===== src/rtl/timer_counter_if.sv =====
// Bridge-side register bus of the timer: word select, write strobe/data and read data.
interface timer_counter_if;
  logic [1:0]  Addr;
  logic        WE;
  logic [31:0] DIn;
  logic [31:0] DOut;

  modport master (output Addr, output WE, output DIn, input DOut);
  modport slave  (input Addr, input WE, input DIn, output DOut);
endinterface


===== src/rtl/timer_counter.sv =====
// Memory-mapped down-counting timer with one-shot and auto-reload periodic modes.
// IRQ feeds one CP0 HWInt bit; registers are CTRL, PRESET and read-only COUNT.
module timer_counter #(
  parameter int CNT_W = 32
) (
  input  logic                  clk,
  input  logic                  reset,
  timer_counter_if.slave        bus,
  output logic                  IRQ
);

  localparam logic [1:0] ADDR_CTRL   = 2'b00;
  localparam logic [1:0] ADDR_PRESET = 2'b01;
  localparam logic [1:0] ADDR_COUNT  = 2'b10;

  typedef enum logic [1:0] {IDLE, LOAD, CNT, INT} state_t;

  state_t             state_reg, state_next;
  logic [3:0]         ctrl_reg, ctrl_next;
  logic [CNT_W-1:0]   preset_reg, preset_next;
  logic [CNT_W-1:0]   count_reg, count_next;
  logic               irq_flag_reg, irq_flag_next;

  logic               enable;
  logic [1:0]         mode;
  logic               im;
  logic               wr_ctrl;
  logic               wr_preset;

  assign enable    = ctrl_reg[0];
  assign mode      = ctrl_reg[2:1];
  assign im        = ctrl_reg[3];
  assign wr_ctrl   = bus.WE && (bus.Addr == ADDR_CTRL);
  assign wr_preset = bus.WE && (bus.Addr == ADDR_PRESET);

  always_ff @(posedge clk or negedge reset) begin
    if (!reset) begin
      state_reg    <= IDLE;
      ctrl_reg     <= '0;
      preset_reg   <= '0;
      count_reg    <= '0;
      irq_flag_reg <= 1'b0;
    end else begin
      state_reg    <= state_next;
      ctrl_reg     <= ctrl_next;
      preset_reg   <= preset_next;
      count_reg    <= count_next;
      irq_flag_reg <= irq_flag_next;
    end
  end

  always_comb begin
    state_next    = state_reg;
    ctrl_next     = ctrl_reg;
    preset_next   = preset_reg;
    count_next    = count_reg;
    irq_flag_next = irq_flag_reg;

    case (state_reg)
      IDLE: begin
        if (enable) state_next = LOAD;
      end
      LOAD: begin
        count_next = preset_reg;
        state_next = CNT;
      end
      CNT: begin
        if (!enable) begin
          state_next = IDLE;
        end else if (count_reg <= CNT_W'(1)) begin
          count_next = '0;
          state_next = INT;
        end else begin
          count_next = count_reg - CNT_W'(1);
        end
      end
      INT: begin
        // Reserved modes 10/11 fall into the one-shot branch.
        if (mode == 2'b01) begin
          state_next = LOAD;
        end else begin
          ctrl_next[0]  = 1'b0;
          irq_flag_next = 1'b1;
          state_next    = IDLE;
        end
      end
      default: state_next = IDLE;
    endcase

    // Bus writes override the FSM's Enable clear and flag set in the same cycle.
    if (wr_ctrl)   ctrl_next   = bus.DIn[3:0];
    if (wr_preset) preset_next = bus.DIn[CNT_W-1:0];
    if (wr_ctrl || wr_preset) irq_flag_next = 1'b0;
  end

  always_comb begin
    bus.DOut = '0;
    case (bus.Addr)
      ADDR_CTRL:   bus.DOut[3:0]       = ctrl_reg;
      ADDR_PRESET: bus.DOut[CNT_W-1:0] = preset_reg;
      ADDR_COUNT:  bus.DOut[CNT_W-1:0] = count_reg;
      default:     bus.DOut            = '0;
    endcase
  end

  assign IRQ = im & (irq_flag_reg | ((state_reg == INT) && (mode == 2'b01)));

endmodule


===== src/flat_wrapper.sv =====
// flat-port wrapper written by rule: the top's interface ports become plain ports
module timer_counter_flat 
#(
  parameter int CNT_W = 32
)
  (clk, reset, IRQ, bus_Addr, bus_WE, bus_DIn, bus_DOut);
  timer_counter_if bus_i ();
  input  logic clk;
  input  logic reset;
  output logic IRQ;
  input wire logic [$bits(bus_i.Addr)-1:0] bus_Addr;
  input wire logic [$bits(bus_i.WE)-1:0] bus_WE;
  input wire logic [$bits(bus_i.DIn)-1:0] bus_DIn;
  output wire logic [$bits(bus_i.DOut)-1:0] bus_DOut;
  assign bus_i.Addr = bus_Addr;
  assign bus_i.WE = bus_WE;
  assign bus_i.DIn = bus_DIn;
  assign bus_DOut = bus_i.DOut;
  timer_counter #(.CNT_W(CNT_W)) u_core (.clk(clk), .reset(reset), .bus(bus_i), .IRQ(IRQ));
endmodule

===== config.mk =====
export PLATFORM = sky130hd
export DESIGN_NAME = timer_counter_flat
export DESIGN_NICKNAME = d
export VERILOG_FILES = /design/src/rtl/timer_counter_if.sv /design/src/rtl/timer_counter.sv /design/src/flat_wrapper.sv
export SDC_FILE = /design/constraint.sdc
export NUM_CORES = 1
export LEC_CHECK = 0
export CELL_PAD_IN_SITES_DETAIL_PLACEMENT = 1
export CELL_PAD_IN_SITES_GLOBAL_PLACEMENT = 1
export CORE_MARGIN = 1.5
export CORE_UTILIZATION = 40
export DETAILED_ROUTE_END_ITERATION = 7
export HOLD_SLACK_MARGIN = 0.05
export PLACE_DENSITY_LB_ADDON = 0.1
export SYNTH_ARGS = -nofsm -noshare
export SYNTH_HDL_FRONTEND = slang
export SYNTH_SLANG_ARGS = --single-unit

===== constraint.sdc =====
create_clock -name clk -period 2.62 [get_ports clk]
set_input_delay 0.524 -clock clk [delete_from_list [all_inputs] [get_ports clk]]
set_output_delay 0.524 -clock clk [all_outputs]
set_load 0.05 [all_outputs]

==> Flow_metrics.wiki <==
{| class="wikitable"
! Metric !! Value
|-
| TritonCTS Sinks || between 70 and 80
|-
| Hold violation total from the final report || 0
|-
| Actual slew at the worst max-slew pin || 0.4872 ns
|-
| Via count || between 3000 and 4000
|-
| Number of setup violations in the final report || 0
|-
| Kind of cell adding the most delay to the critical path || buffers and inverters
|-
| Die Ht || around 110 um
|-
| Power density relative to cell area || roughly 950 nW/um^2
|-
| Post-synthesis cell type count || 59
|-
| Clock transition time at the flip-flop clock pins of the worst setup and hold paths || 0.08 ns
|-
| Setup repair after global routing missed its margin || true
|-
| Number of clock buffers inserted by TritonCTS || 9
|-
| Maximum number of pins on one net before global-route repair || 72
|-
| Count of flip-flops with a built-in enable after synthesis || 0
|-
| Most common cell after layout, fill and taps aside || dfrtp_1
|-
| Synthesized cell area || 4168 sq um
|-
| Placed cell areas || about 5500 sq um
|-
| Max IR drop VDD || between 0.3 and 0.4 mV
|-
| Synthesis warning total || 0
|-
| Clock tree from TritonCTS || done
|-
| Violation count after the first detailed-route iteration || 182
|-
| Clock skew after layout || 0.005697 ns
|-
| Worst hold slack || 0.1747 ns
|-
| Final net count || 556
|-
| Synth area leaders || dfrtp_1 43%, mux2_2 9.5%, a22oi_1 6.8%
|-
| Global-route wire length before repair || 21360 um
|-
| Fill cell instance count of the final layout || 1074
|-
| Final Cycle Share || between 90 and 100%
|-
| Register area share after synthesis || 42.63%
|-
| Synth Net Count || around 470
|-
| Status || finished, final reports clean
|-
| Total global routing overflow || 0
|-
| Remaining antenna violation count after routing || 0
|-
| Initial core utilization || around two fifths
|-
| CP arrival || 2.09 ns
|-
| Placed cell count || 638
|-
| Ordered cell list for the critical path || clkdlybuf4s50_1 -> inv_1 -> ha_2 -> buf_6 -> a222oi_1 -> nor2_1 -> buf_12
|-
| Via density per instance || 5.843
|-
| Largest stage delay on the critical path || 0.52 ns
|-
| Maximum number of buffers from clock root to sink || 2
|-
| Count of buffers from port buffering || slightly below 70
|-
| DIE WIDTH || 105.1 um
|-
| Std-Cell Core Area || 10230 sq um
|-
| Final Instance Count excl. Fillers || 654
|-
| Startpoint-to-endpoint class of the critical path || in -> out
|-
| Number of instances in the synthesized netlist || 431
|-
| Synth-to-layout area growth || 40.83%
|-
| Row count || 37
|-
| Most frequent cells in the layout || 71 x dfrtp_1, 38 x a22oi_1, 38 x buf_12, 35 x mux2_2, 35 x clkdlybuf4s50_1
|-
| Library cell contributing the largest single delay on the critical path || clkdlybuf4s50_1
|-
| Total buffers and inverters traversed by the critical path || 4
|-
| Top-area cell type share of the netlist area || between 40% and 50%
|-
| Total detailed-routing wirelength || around 13000 um
|-
| Cell type contributing the most total cell area after synthesis || dfrtp_1
|-
| Cell leakage power || 2.358 nW
|-
| Worst hold-check path type || in -> async
|-
| DRC violation count after routing || 0
|-
| Number of inserted diodes || 0
|-
| Ports placed on the boundary || 70
|-
| Max-capacitance violation count || 0
|-
| Final std cell area, no fill || 5869 sq um
|-
| Worst Path Required || 2.10 ns
|-
| Critical path endpoint category || primary output
|-
| Max-slew violation count || 0
|-
| Async S/R FF share, synth || 100.0%
|-
| Share of final-layout standard cells stronger than drive strength 1 || 29.92%
|-
| Dominant synthesized flop cell || dfrtp_1
|-
| GRT Total Usage || 24.42%
|-
| Setup TNS || 0 ns
|-
| CP Launch Type || input pin
|-
| Die area || between 10000 and 15000 sq um
|-
| Rel. slew slack || between 60% and 70%
|-
| Routed wirelength normalized by instance count || 19.55 um
|-
| FF+latch count, synth || 71
|-
| Maximum clock rate || 382.6 MHz
|-
| Clock Root Buffer || clkbuf_8
|-
| Drt first pass iters || 7
|-
| Worst skew pair latency || between 0.3 and 0.4 ns
|-
| H-tree Lvls || 3
|-
| Final RePlAce weighted congestion || a little under 0.8
|-
| Share of the core filled with cells || 57.37%
|-
| HPWL after detailed placement || 8949 um
|-
| Number of antenna violations at the first check in global routing || 0
|-
| Min cycle time layout || roughly 2.6 ns
|-
| Number of global-route vias before repair || slightly above 4000
|-
| Largest driver fanout on the critical path || 13
|-
| Average size of a mapped cell || 9.670 sq um
|}
==> worst reg2reg max path: stages, from the launching register on <==
cell and delay, ns:
dfrtp_1 0.43, or4_4 0.57, or4_1 0.55, nor3_1 0.20
buf_4 0.16, nand2_1 0.07, o31a_1 0.25, o22ai_1 0.16
==> kinds of logic after synthesis <==
| family | count (synthesis) | share of synthesized area, % |
|---|---|---|
| AND/OR/NAND/NOR | 139 | 18.67 |
| AO/OA/AOI/OAI | 125 | 21.44 |
| flip-flops | 71 | 42.63 |
| buffers and inverters | 50 | 4.833 |
| multiplexers | 39 | 10.42 |
| adder cells (fa/ha/maj) | 6 | 1.801 |
| XOR/XNOR | 1 | 0.2102 |
==> repair_timing <==
action | in CTS | in global routing
endpoints found under the setup margin | 24 | 27
hold buffers | 0 | 0
gates resized for setup | 7 | 23
pin swaps | 2 | 1
buffers inserted | 0 | 0
==> layer usage <==
layer / vias up / part of all wire, % / track usage [%]
met3: 18 / 3.6 / 4.304
met4: 0 / 1.4 / 6.751
met5: - / 0 / 0
li1: 1765 / - / -
met1: 1960 / 45 / 31.38
met2: 78 / 50 / 42.11
==> report_power, final <==
part	switching, mW	internal (mW)
clock	0.448	0.655
sequential	0.394	1.42
combinational	1.49	1.19
==> synth_stat cells, drive strengths merged, types with 2 or more instances <==
cell type and instances:
nor2b 29, nand2b 2, o31ai 3, nand4 2, inv 19, clkbuf 25
nand2 24, a21o 2, nor4 7, a221o 2, o21ai 14, nor3 11
a22o 4, buf 6, a32oi 2, o32ai 3, nand3 7, o41ai 2
nor2 33, ha 6, a21oi 18, mux2 35, mux2i 4, dfrtp 71
or4 6, o22ai 15, or3 8, o2bb2ai 6, a22oi 38, and3 2
o31a 5, a222oi 4, o21a 2
==> per-stage QoR <==
stage / power (mW) / setup slack (ns)
detailed placement: 4.445 / -0.04584
global placement: 4.331 / -0.005234
finish: 5.598 / 0.006061
floorplan: 3.355 / 0.06314
global route: 5.941 / -0.02918
CTS: 5.586 / -0.001737
==> layout make-up <==
cell class	count	area [sq um]	area share, %
Clock buffer	10	137.6	2.345
Clock inverter	6	107.6	1.833
Inverter	19	71.32	1.215
Multi-Input combinational cell	310	2265	38.58
Sequential cell	71	1777	30.27
Tap cell	136	170.2	2.899
Timing Repair Buffer	102	1341	22.85
==> worst paths after layout <==
path / from / endpoint / slack [ns] / cells past startpoint
max in group asynchronous: reset / u_core.count_reg[18]$_DFFE_PN0P_ / 2.12 / 2
min in group clk: u_core.count_reg[30]$_DFFE_PN0P_ / u_core.count_reg[30]$_DFFE_PN0P_ / 0.54 / 1
hold reg to reg: u_core.count_reg[30]$_DFFE_PN0P_ / u_core.count_reg[30]$_DFFE_PN0P_ / 0.54 / 1
setup reg to reg: u_core.count_reg[6]$_DFFE_PN0P_ / u_core.count_reg[15]$_DFFE_PN0P_ / 0.15 / 7
setup / recovery: bus_Addr[1] / bus_DOut[1] / 0.006 / 7
hold / removal: reset / u_core.preset_reg[2]$_DFFE_PN0P_ / 0.17 / 2
Power figures use the tool's default switching activity.
